File: config.mk
export PLATFORM = sky130hd
export DESIGN_NAME = reg_file_mp_flat
export DESIGN_NICKNAME = d
export VERILOG_FILES = /design/src/rtl/reg_file_mp_if.sv /design/src/rtl/reg_file_mp.sv /design/src/flat_wrapper.sv
export SDC_FILE = /design/constraint.sdc
export NUM_CORES = 1
export LEC_CHECK = 0
export ABC_AREA = 0
export ABC_CLOCK_PERIOD_IN_PS = 8100
export BUFFER_PORTS_ARGS = -buffer_cell sky130_fd_sc_hd__buf_2
export CAP_MARGIN = 0
export CELL_PAD_IN_SITES_DETAIL_PLACEMENT = 1
export CELL_PAD_IN_SITES_GLOBAL_PLACEMENT = 1
export CORE_MARGIN = 1.5
export CORE_UTILIZATION = 55
export CTS_CLUSTER_SIZE = 24
export DETAILED_ROUTE_END_ITERATION = 7
export PLACE_DENSITY_LB_ADDON = 0.1
export SLEW_MARGIN = 15
export SYNTH_ARGS = -nofsm -noshare
export SYNTH_HDL_FRONTEND = slang
export SYNTH_SLANG_ARGS = --single-unit
File: constraint.sdc
create_clock -name clk -period 8.1 [get_ports clk]
set_input_delay 0.405 -clock clk [delete_from_list [all_inputs] [get_ports clk]]
set_output_delay 0.405 -clock clk [all_outputs]
set_load 0.005 [all_outputs]
File: src/rtl/reg_file_mp_if.sv
// Register file access bus: one write port plus NREAD flat-packed read ports.
// The register file (slave) drives ready and rd_data. Decode and writeback
// (master) drive the addresses and the write data.
interface reg_file_mp_if #(
    parameter int XLEN  = 32,
    parameter int AW    = 5,
    parameter int NREAD = 2
);
    logic                     ready;
    logic                     wr_en;
    logic [AW-1:0]            wr_addr;
    logic [XLEN-1:0]          wr_data;
    logic [NREAD*AW-1:0]      rd_addr;
    logic [NREAD*XLEN-1:0]    rd_data;

    modport master (
        input  ready, rd_data,
        output wr_en, wr_addr, wr_data, rd_addr
    );

    modport slave (
        output ready, rd_data,
        input  wr_en, wr_addr, wr_data, rd_addr
    );
endinterface

File: src/rtl/reg_file_mp.sv
// Parametrised RISC-V register file: NREAD combinational read ports, one
// write port, and a hardwired-zero x0.
// After reset, a sweep zeroes entries 1..NREGS-1. ready stays low until the
// sweep is done, and reads return 0 while it runs.
module reg_file_mp #(
    parameter int XLEN   = 32,
    parameter int NREGS  = 32,
    parameter int AW     = $clog2(NREGS),
    parameter int NREAD  = 2,
    parameter int BYPASS = 1
) (
    input  logic          clk,
    input  logic          rst,
    reg_file_mp_if.slave  bus
);
    localparam logic [0:0]    CLEAR = 1'b0;
    localparam logic [0:0]    RUN   = 1'b1;
    localparam logic [AW-1:0] LAST  = AW'(NREGS - 1);
    // One extra bit so that a depth of exactly 2**AW is still representable.
    localparam logic [AW:0]   DEPTH = (AW + 1)'(NREGS);

    logic [0:0]      state;
    logic [AW-1:0]   clr_idx;
    logic            rdy;
    logic [XLEN-1:0] mem [NREGS];
    logic            wr_ok;

    // A write lands only in RUN, and only to an existing register other than x0.
    assign wr_ok = (state == RUN) && bus.wr_en && (bus.wr_addr != '0) &&
                   ({1'b0, bus.wr_addr} < DEPTH);

    // Sequencer: reset restarts the clear sweep at 1; the last index hands over to RUN.
    always_ff @(posedge clk) begin
        if (!rst) begin
            state   <= CLEAR;
            clr_idx <= AW'(1);
            rdy     <= 1'b0;
        end else if (state == CLEAR) begin
            clr_idx <= clr_idx + 1'b1;
            if (clr_idx == LAST) begin
                state <= RUN;
                rdy   <= 1'b1;
            end
        end
    end

    // Storage has a single write port, shared by the clear sweep and architectural writes.
    always_ff @(posedge clk) begin
        if (rst && state == CLEAR)
            mem[clr_idx] <= '0;
        else if (wr_ok)
            mem[bus.wr_addr] <= bus.wr_data;
    end

    assign bus.ready = rdy;

    // Every read port decodes its address independently. A same-cycle write
    // to the same register is forwarded only when BYPASS is set.
    for (genvar i = 0; i < NREAD; i++) begin : g_rd
        logic [AW-1:0] ra;
        logic          ok;
        logic          hit;

        assign ra  = bus.rd_addr[i*AW +: AW];
        assign ok  = (ra != '0) && ({1'b0, ra} < DEPTH);
        assign hit = (BYPASS != 0) && bus.wr_en && (bus.wr_addr == ra);
        assign bus.rd_data[i*XLEN +: XLEN] = (state != RUN || !ok) ? '0 :
                                             hit                   ? bus.wr_data :
                                                                     mem[ra];
    end
endmodule

File: src/flat_wrapper.sv
// flat-port wrapper written by rule: the top's interface ports become plain ports
module reg_file_mp_flat 
#(
    parameter int XLEN   = 32,
    parameter int NREGS  = 32,
    parameter int AW     = $clog2(NREGS),
    parameter int NREAD  = 2,
    parameter int BYPASS = 1
)
  (clk, rst, bus_ready, bus_rd_data, bus_wr_en, bus_wr_addr, bus_wr_data, bus_rd_addr);
  reg_file_mp_if #(.XLEN(XLEN), .AW(AW), .NREAD(NREAD)) bus_i ();
  input  logic clk;
  input  logic rst;
  output wire logic [$bits(bus_i.ready)-1:0] bus_ready;
  output wire logic [$bits(bus_i.rd_data)-1:0] bus_rd_data;
  input wire logic [$bits(bus_i.wr_en)-1:0] bus_wr_en;
  input wire logic [$bits(bus_i.wr_addr)-1:0] bus_wr_addr;
  input wire logic [$bits(bus_i.wr_data)-1:0] bus_wr_data;
  input wire logic [$bits(bus_i.rd_addr)-1:0] bus_rd_addr;
  assign bus_ready = bus_i.ready;
  assign bus_rd_data = bus_i.rd_data;
  assign bus_i.wr_en = bus_wr_en;
  assign bus_i.wr_addr = bus_wr_addr;
  assign bus_i.wr_data = bus_wr_data;
  assign bus_i.rd_addr = bus_rd_addr;
  reg_file_mp #(.XLEN(XLEN), .NREGS(NREGS), .AW(AW), .NREAD(NREAD), .BYPASS(BYPASS)) u_core (.clk(clk), .rst(rst), .bus(bus_i));
endmodule
==> results.json, run 1 <==
{
  "drt_first_iter_violations": 4320,
  "clock_skew_ps": 33.25,
  "layout_min_cycle_time_ps": 4469,
  "cp-start-kind": "input pin",
  "final_core_util": 0.6182,
  "clkPwrFrac": 0.447,
  "synth_edf_count": 1024,
  "finalWirelength_um": 174900,
  "worst-path-buf-inv": 4,
  "ios": 115,
  "clkTransAtPathRegs_ps": 70,
  "rsz0062_at_grt": "no",
  "path_cells": "buf_8, buf_12, buf_4, mux4_2, o21ai_0, o21ai_0, a32o_1, buf_2",
  "r2r_setup_slack_ps": 3830,
  "max_freq_mhz": 223.7,
  "die_h_um": 301.5,
  "die_area_um2": 90920,
  "max_stage_delay_ps": 870,
  "yosys.area.top_type": "edfxtp_1",
  "core_area_um2": 88370,
  "grt_pass1_wl_um": 245400,
  "relSlewSlack": 0.1610,
  "ys_ff_latch": 1031,
  "netlist_area_um2": 49010,
  "synth_area_leaders": "edfxtp_1, mux4_2, mux2i_1, nand2_1, a221oi_1",
  "grt_max_degree": 100,
  "yosys_warnings": 0,
  "rows": 109,
  "wl_per_cell_um": 42.16,
  "holdBufCountCts": 1,
  "syn_inst": 2827,
  "crit_required_ps": 7700,
  "cts_num_sinks": 1031,
  "maxCapViolCount": 0,
  "synth_commonest_cells": "edfxtp_1, mux4_2, mux2i_1",
  "fin_total_pwr_mw": 11.92,
  "cp_common_cell": "o21ai_0",
  "hold_viol": 0,
  "slew_violations": 0,
  "drive_gt1_frac": 0.2636,
  "cp.arrival_ps": 4060,
  "globalplace.congestion": 0.8655,
  "nNetsFinal": 2939,
  "fin_crit_sh": 0.5518,
  "ir_drop_mv": 0.1846,
  "grt_util_all_layers": 0.3876,
  "finalSetupTns_ps": 0,
  "seqPwrFrac": 0.491,
  "switchingPower_mw": 2.660,
  "p_comb_frac": 0.062,
  "grt_overflow": 0,
  "crit_family": "buffers and inverters",
  "h-tree-depth": 3,
  "slowest_stage": "buf_4",
  "worstMarginPinSlew_ps": 1259,
  "synth_ff_type": "edfxtp_1",
  "cts_setup_buffers": 0,
  "start_util": 0.5546,
  "switching_share": 0.2232,
  "vias": 31980,
  "cts_root_buf": "clkbuf_16",
  "p_int_mw": 9.259,
  "synth.distinct_cells": 62,
  "port_buffers": 114,
  "dp_hpwl_um": 96920,
  "area_growth_pct": 11.46,
  "avgSynthCellArea_um2": 17.34,
  "drc": 0,
  "nFillCells": 7612,
  "hold_class": "in2reg",
  "end_kind": "output pin",
  "synth_most_common_cell": "edfxtp_1",
  "critPathKind": "in2out",
  "status": "completed",
  "power_density_nw_per_um2": 218.2,
  "seq_area_frac_synth": 0.6302,
  "async_flop_share": 0,
  "numCtsBuffers": 107,
  "seq_area_um2": 30890,
  "first_pass_iters": 5,
  "antenna_found_initial": 7,
  "setup_viol": 0,
  "cts_buffer_depth": 3,
  "drt.antenna.violating_nets": 0,
  "syn_nets": 2879,
  "grt_pass1_vias": 32810,
  "clkLatencyLatePin_ps": 710,
  "post_cts_resized": 0,
  "post-synth-top-area-fraction": 0.6274,
  "viasPerCell": 7.708,
  "die_x_um": 301.5,
  "tritoncts": "done",
  "worstPathMaxFanout": 77,
  "multi_input_area_um2": 17140,
  "leakagePower_nw": 17.23
}
placed cells by master, fill, tap and decap left out, types with 38 or more instances in the layout:
master     count
mux4_2       360
buf_4         70
buf_2        105
nand2_1      147
o21ai_0       74
nor2_1        38
a221oi_1      63
clkbuf_16    109
mux2i_1      325
edfxtp_1    1024
a22oi_1       52
kinds of logic (layout without fill, tap and decap cells):
| family | after synthesis | count (layout) | synth area share |
|---|---|---|---|
| AND/OR/NAND/NOR | 363 | 363 | 0.03477 |
| multiplexers | 700 | 700 | 0.2355 |
| other | 0 | 2 | 0 |
| flip-flops | 1031 | 1031 | 0.6302 |
| buffers and inverters | 246 | 401 | 0.02678 |
| XOR/XNOR | 13 | 13 | 0.002323 |
| AO/OA/AOI/OAI | 472 | 472 | 0.06987 |
| adder cells (fa/ha/maj) | 2 | 2 | 0.0005105 |
cell type report:
cell class,instances,share of cell area
Tap cell,1165,0.02668
Clock buffer,134,0.05256
Timing Repair Buffer,191,0.02455
Multi-Input combinational cell,1550,0.3137
Antenna cell,2,0.00009161
Clock inverter,70,0.01658
Sequential cell,1031,0.5654
Inverter,6,0.0004351
worst reg2reg max path, stage by stage, from the launching register on:
cell and delay [ps]:
dfxtp_1 310, buf_4 240, o311a_2 550, buf_4 630, mux2i_4 410, nand2_2 260, nor2_4 920, buf_4 600
final timing paths:
kind | startpoint | cells past startpoint | to
worst min register to register | u_core.bus.ready | 2 | u_core.bus.ready
worst min-delay path | rst | 3 | u_core.clr_idx[0]
worst max register to register | u_core.state | 7 | u_core.mem[0][24]
worst max-delay path | bus_rd_addr[1] | 8 | bus_rd_data[8]
registers in the layout (all words and copies together), names as in the netlist:
| name | cells |
|---|---|
| u_core.bus.ready | 1 |
| u_core.state | 1 |
| u_core.clr_idx | 5 |
| u_core.mem | 1024 |
metal layers:
layer,global-route usage,vias to the layer above,wire [µm]
met4,0.1996,10,9904
met1,0.5217,16830,62700
met3,0.08220,578,19760
met5,0,-,70
li1,-,12050,-
met2,0.6012,2522,82500
metrics by stage:
stage	setup WS, ps	instances	area [µm²]	hold slack [ps]
after floorplan	4571	2827	49010	466.9
after global placement	3318	3937	50720	465.1
after detailed placement	3634	3942	50840	498.4
after CTS	3581	4147	54630	484.6
after global routing	3493	4147	54630	524.6
final	3631	4149	54630	506.5
power groups by stage:
stage | Clock [mW] | Sequential (mW) | Combinational [mW]
6_report | 5.33 | 5.85 | 0.744
5_1_grt | 5.53 | 5.85 | 0.763
4_1_cts | 5.35 | 5.85 | 0.731
3_5_place_dp | 0 | 5.96 | 0.725
3_3_place_gp | 0 | 5.95 | 0.715
2_1_floorplan | 0 | 5.95 | 0.472
Note: power is estimated with default switching activity, not from simulation.
==> run 2: changes to the inputs <==
Settings changed: ABC_CLOCK_PERIOD_IN_PS 8100 to 3950, CORE_UTILIZATION 55 to 49.
Clock period 8.1 ns to 3.95 ns, I/O delays scaled along.
==> run 2 against run 1 <==
  * Core utilization decreased by 5.6 points
  * Clock power increased by 95%
  * Largest power group unchanged
  * First-iteration DRC count decreased by 7.5%
  * Critical endpoint is now bus_rd_data[50]
  * Final cell count increased by 4.6%
  * Critical path type is now reg2out
==> results.json, run 2 (synthesis results as in run 1) <==
{
  "holdBufCountCts": 2,
  "ir_drop_mv": 0.3713,
  "drt.antenna.violating_nets": 0,
  "clkLatencyLatePin_ps": 720,
  "vias": 31380,
  "cp-start-kind": "flip-flop",
  "rows": 115,
  "crit_required_ps": 3750,
  "start_util": 0.4966,
  "globalplace.congestion": 0.9138,
  "die_h_um": 319.3,
  "drc": 0,
  "largest_registers": "u_core.mem: 1024 flops, u_core.clr_idx: 5 flops",
  "grt_util_all_layers": 0.3454,
  "viasPerCell": 7.228,
  "seq_area_um2": 30890,
  "grt_overflow": 0,
  "cts_buffer_depth": 3,
  "ios": 115,
  "layout_min_cycle_time_ps": 3495,
  "path_cells": "buf_4, inv_1, nor3_1, o21ai_4, buf_4, a31oi_1, a221o_1, buf_2",
  "clkTransAtPathRegs_ps": 60,
  "h-tree-depth": 3,
  "worstHoldPathCells": 3,
  "grt_pass1_vias": 32350,
  "finalWirelength_um": 175900,
  "dp_hpwl_um": 108700,
  "antenna_found_initial": 3,
  "clock_skew_ps": 32.61,
  "nNetsFinal": 3016,
  "cts_setup_buffers": 0,
  "rsz0062_at_grt": "no",
  "cp_common_cell": "buf_4",
  "port_buffers": 114,
  "wl_per_cell_um": 40.53,
  "end_kind": "output pin",
  "r2r_cells": 5,
  "final_cell_mix": "edfxtp_1, mux4_2, mux2i_1, nand2_1, buf_4",
  "numCtsBuffers": 110,
  "finalSetupTns_ps": 0,
  "final_common_cell": "edfxtp_1",
  "slowest_stage": "buf_4",
  "hold_class": "in2reg",
  "fin_crit_sh": 0.8848,
  "hold_viol": 0,
  "max_stage_delay_ps": 400,
  "grt_max_degree": 90,
  "area_growth_pct": 13.24,
  "drive_gt1_frac": 0.2791,
  "nFillCells": 8765,
  "largest_reg_flops": 1024,
  "first_pass_iters": 5,
  "worstMarginPinSlew_ps": 1300,
  "cts_num_sinks": 1031,
  "die_x_um": 319.3,
  "whs_ps": 178.8,
  "setup_viol": 0,
  "grt_pass1_wl_um": 247900,
  "leakagePower_nw": 17.63,
  "slew_violations": 0,
  "die_area_um2": 101900,
  "post_cts_resized": 0,
  "power_density_nw_per_um2": 432.1,
  "max_freq_mhz": 286.1,
  "multi_input_area_um2": 17140,
  "status": "completed",
  "relSlewSlack": 0.1334,
  "top_register": "u_core.mem",
  "critPathKind": "reg2out",
  "drt_first_iter_violations": 3995,
  "worstPathMaxFanout": 19,
  "cp.arrival_ps": 3300,
  "core_area_um2": 98710,
  "maxCapViolCount": 0,
  "tritoncts": "done",
  "cts_root_buf": "clkbuf_16"
}
## run 2: cell count changes in the layout (fill, tap and decap cells not counted), moves of 3 or more
cell       before  now
buf_16          3    0
buf_4          70  112
buf_12          5   40
clkinv_2       19   25
bufinv_16      21   13
clkbuf_8        5    0
## run 2: routing by layer
| layer | vias up | wire length, µm | global-route usage |
|---|---|---|---|
| met5 | - | 22 | 0 |
| met4 | 4 | 7478 | 0.1401 |
| met3 | 361 | 16850 | 0.06687 |
| met2 | 1910 | 83910 | 0.5475 |
| met1 | 16900 | 67690 | 0.4722 |
| li1 | 12200 | - | - |
## run 2: final timing paths
path                                  startpoint            endpoint  slack [ps]
worst min-delay path             bus_wr_data[31]  u_core.mem[29][31]         180
worst max register to register      u_core.state    u_core.mem[6][3]         940
worst max-delay path                u_core.state     bus_rd_data[50]         450
worst min register to register  u_core.bus.ready    u_core.bus.ready         520
## run 2: cell type report
class | count | share of cell area
inverter | 6 | 0.0004283
clock inverter | 68 | 0.01283
sequential | 1031 | 0.5565
tap | 1287 | 0.02901
multi-input combinational | 1550 | 0.3087
clock buffer | 133 | 0.05153
timing repair buffer | 265 | 0.04089
antenna | 1 | 0.00004509
## run 2: metrics by stage
| step | setup slack [ps] | cell area, µm² | cells | power, mW | utilization |
|---|---|---|---|---|---|
| 6_report | 454.9 | 55500 | 4341 | 23.98 | 0.5623 |
| 4_1_cts | 542.1 | 55500 | 4340 | 24.05 | 0.5623 |
| 2_1_floorplan | 628.0 | 49010 | 2827 | 13.17 | - |
| 5_1_grt | 512.3 | 55500 | 4340 | 24.50 | 0.5623 |
| 3_5_place_dp | 677.2 | 51910 | 4137 | 13.78 | 0.5259 |
| 3_3_place_gp | 779.2 | 51910 | 4137 | 13.75 | 0.5259 |
## run 2: power breakdown
part           internal [mW]  total [mW]  switching, mW
clock                   6.00        10.4           4.42
sequential              11.9        12.0         0.0513
combinational          0.571        1.58           1.01
total                   18.5        24.0           5.47
## run 2: critical path, delay by kind of cell (launching register included)
kind	cells	cell delay (ps)
AO/OA/AOI/OAI	3	940
flip-flops	1	340
AND/OR/NAND/NOR	1	350
buffers and inverters	4	930
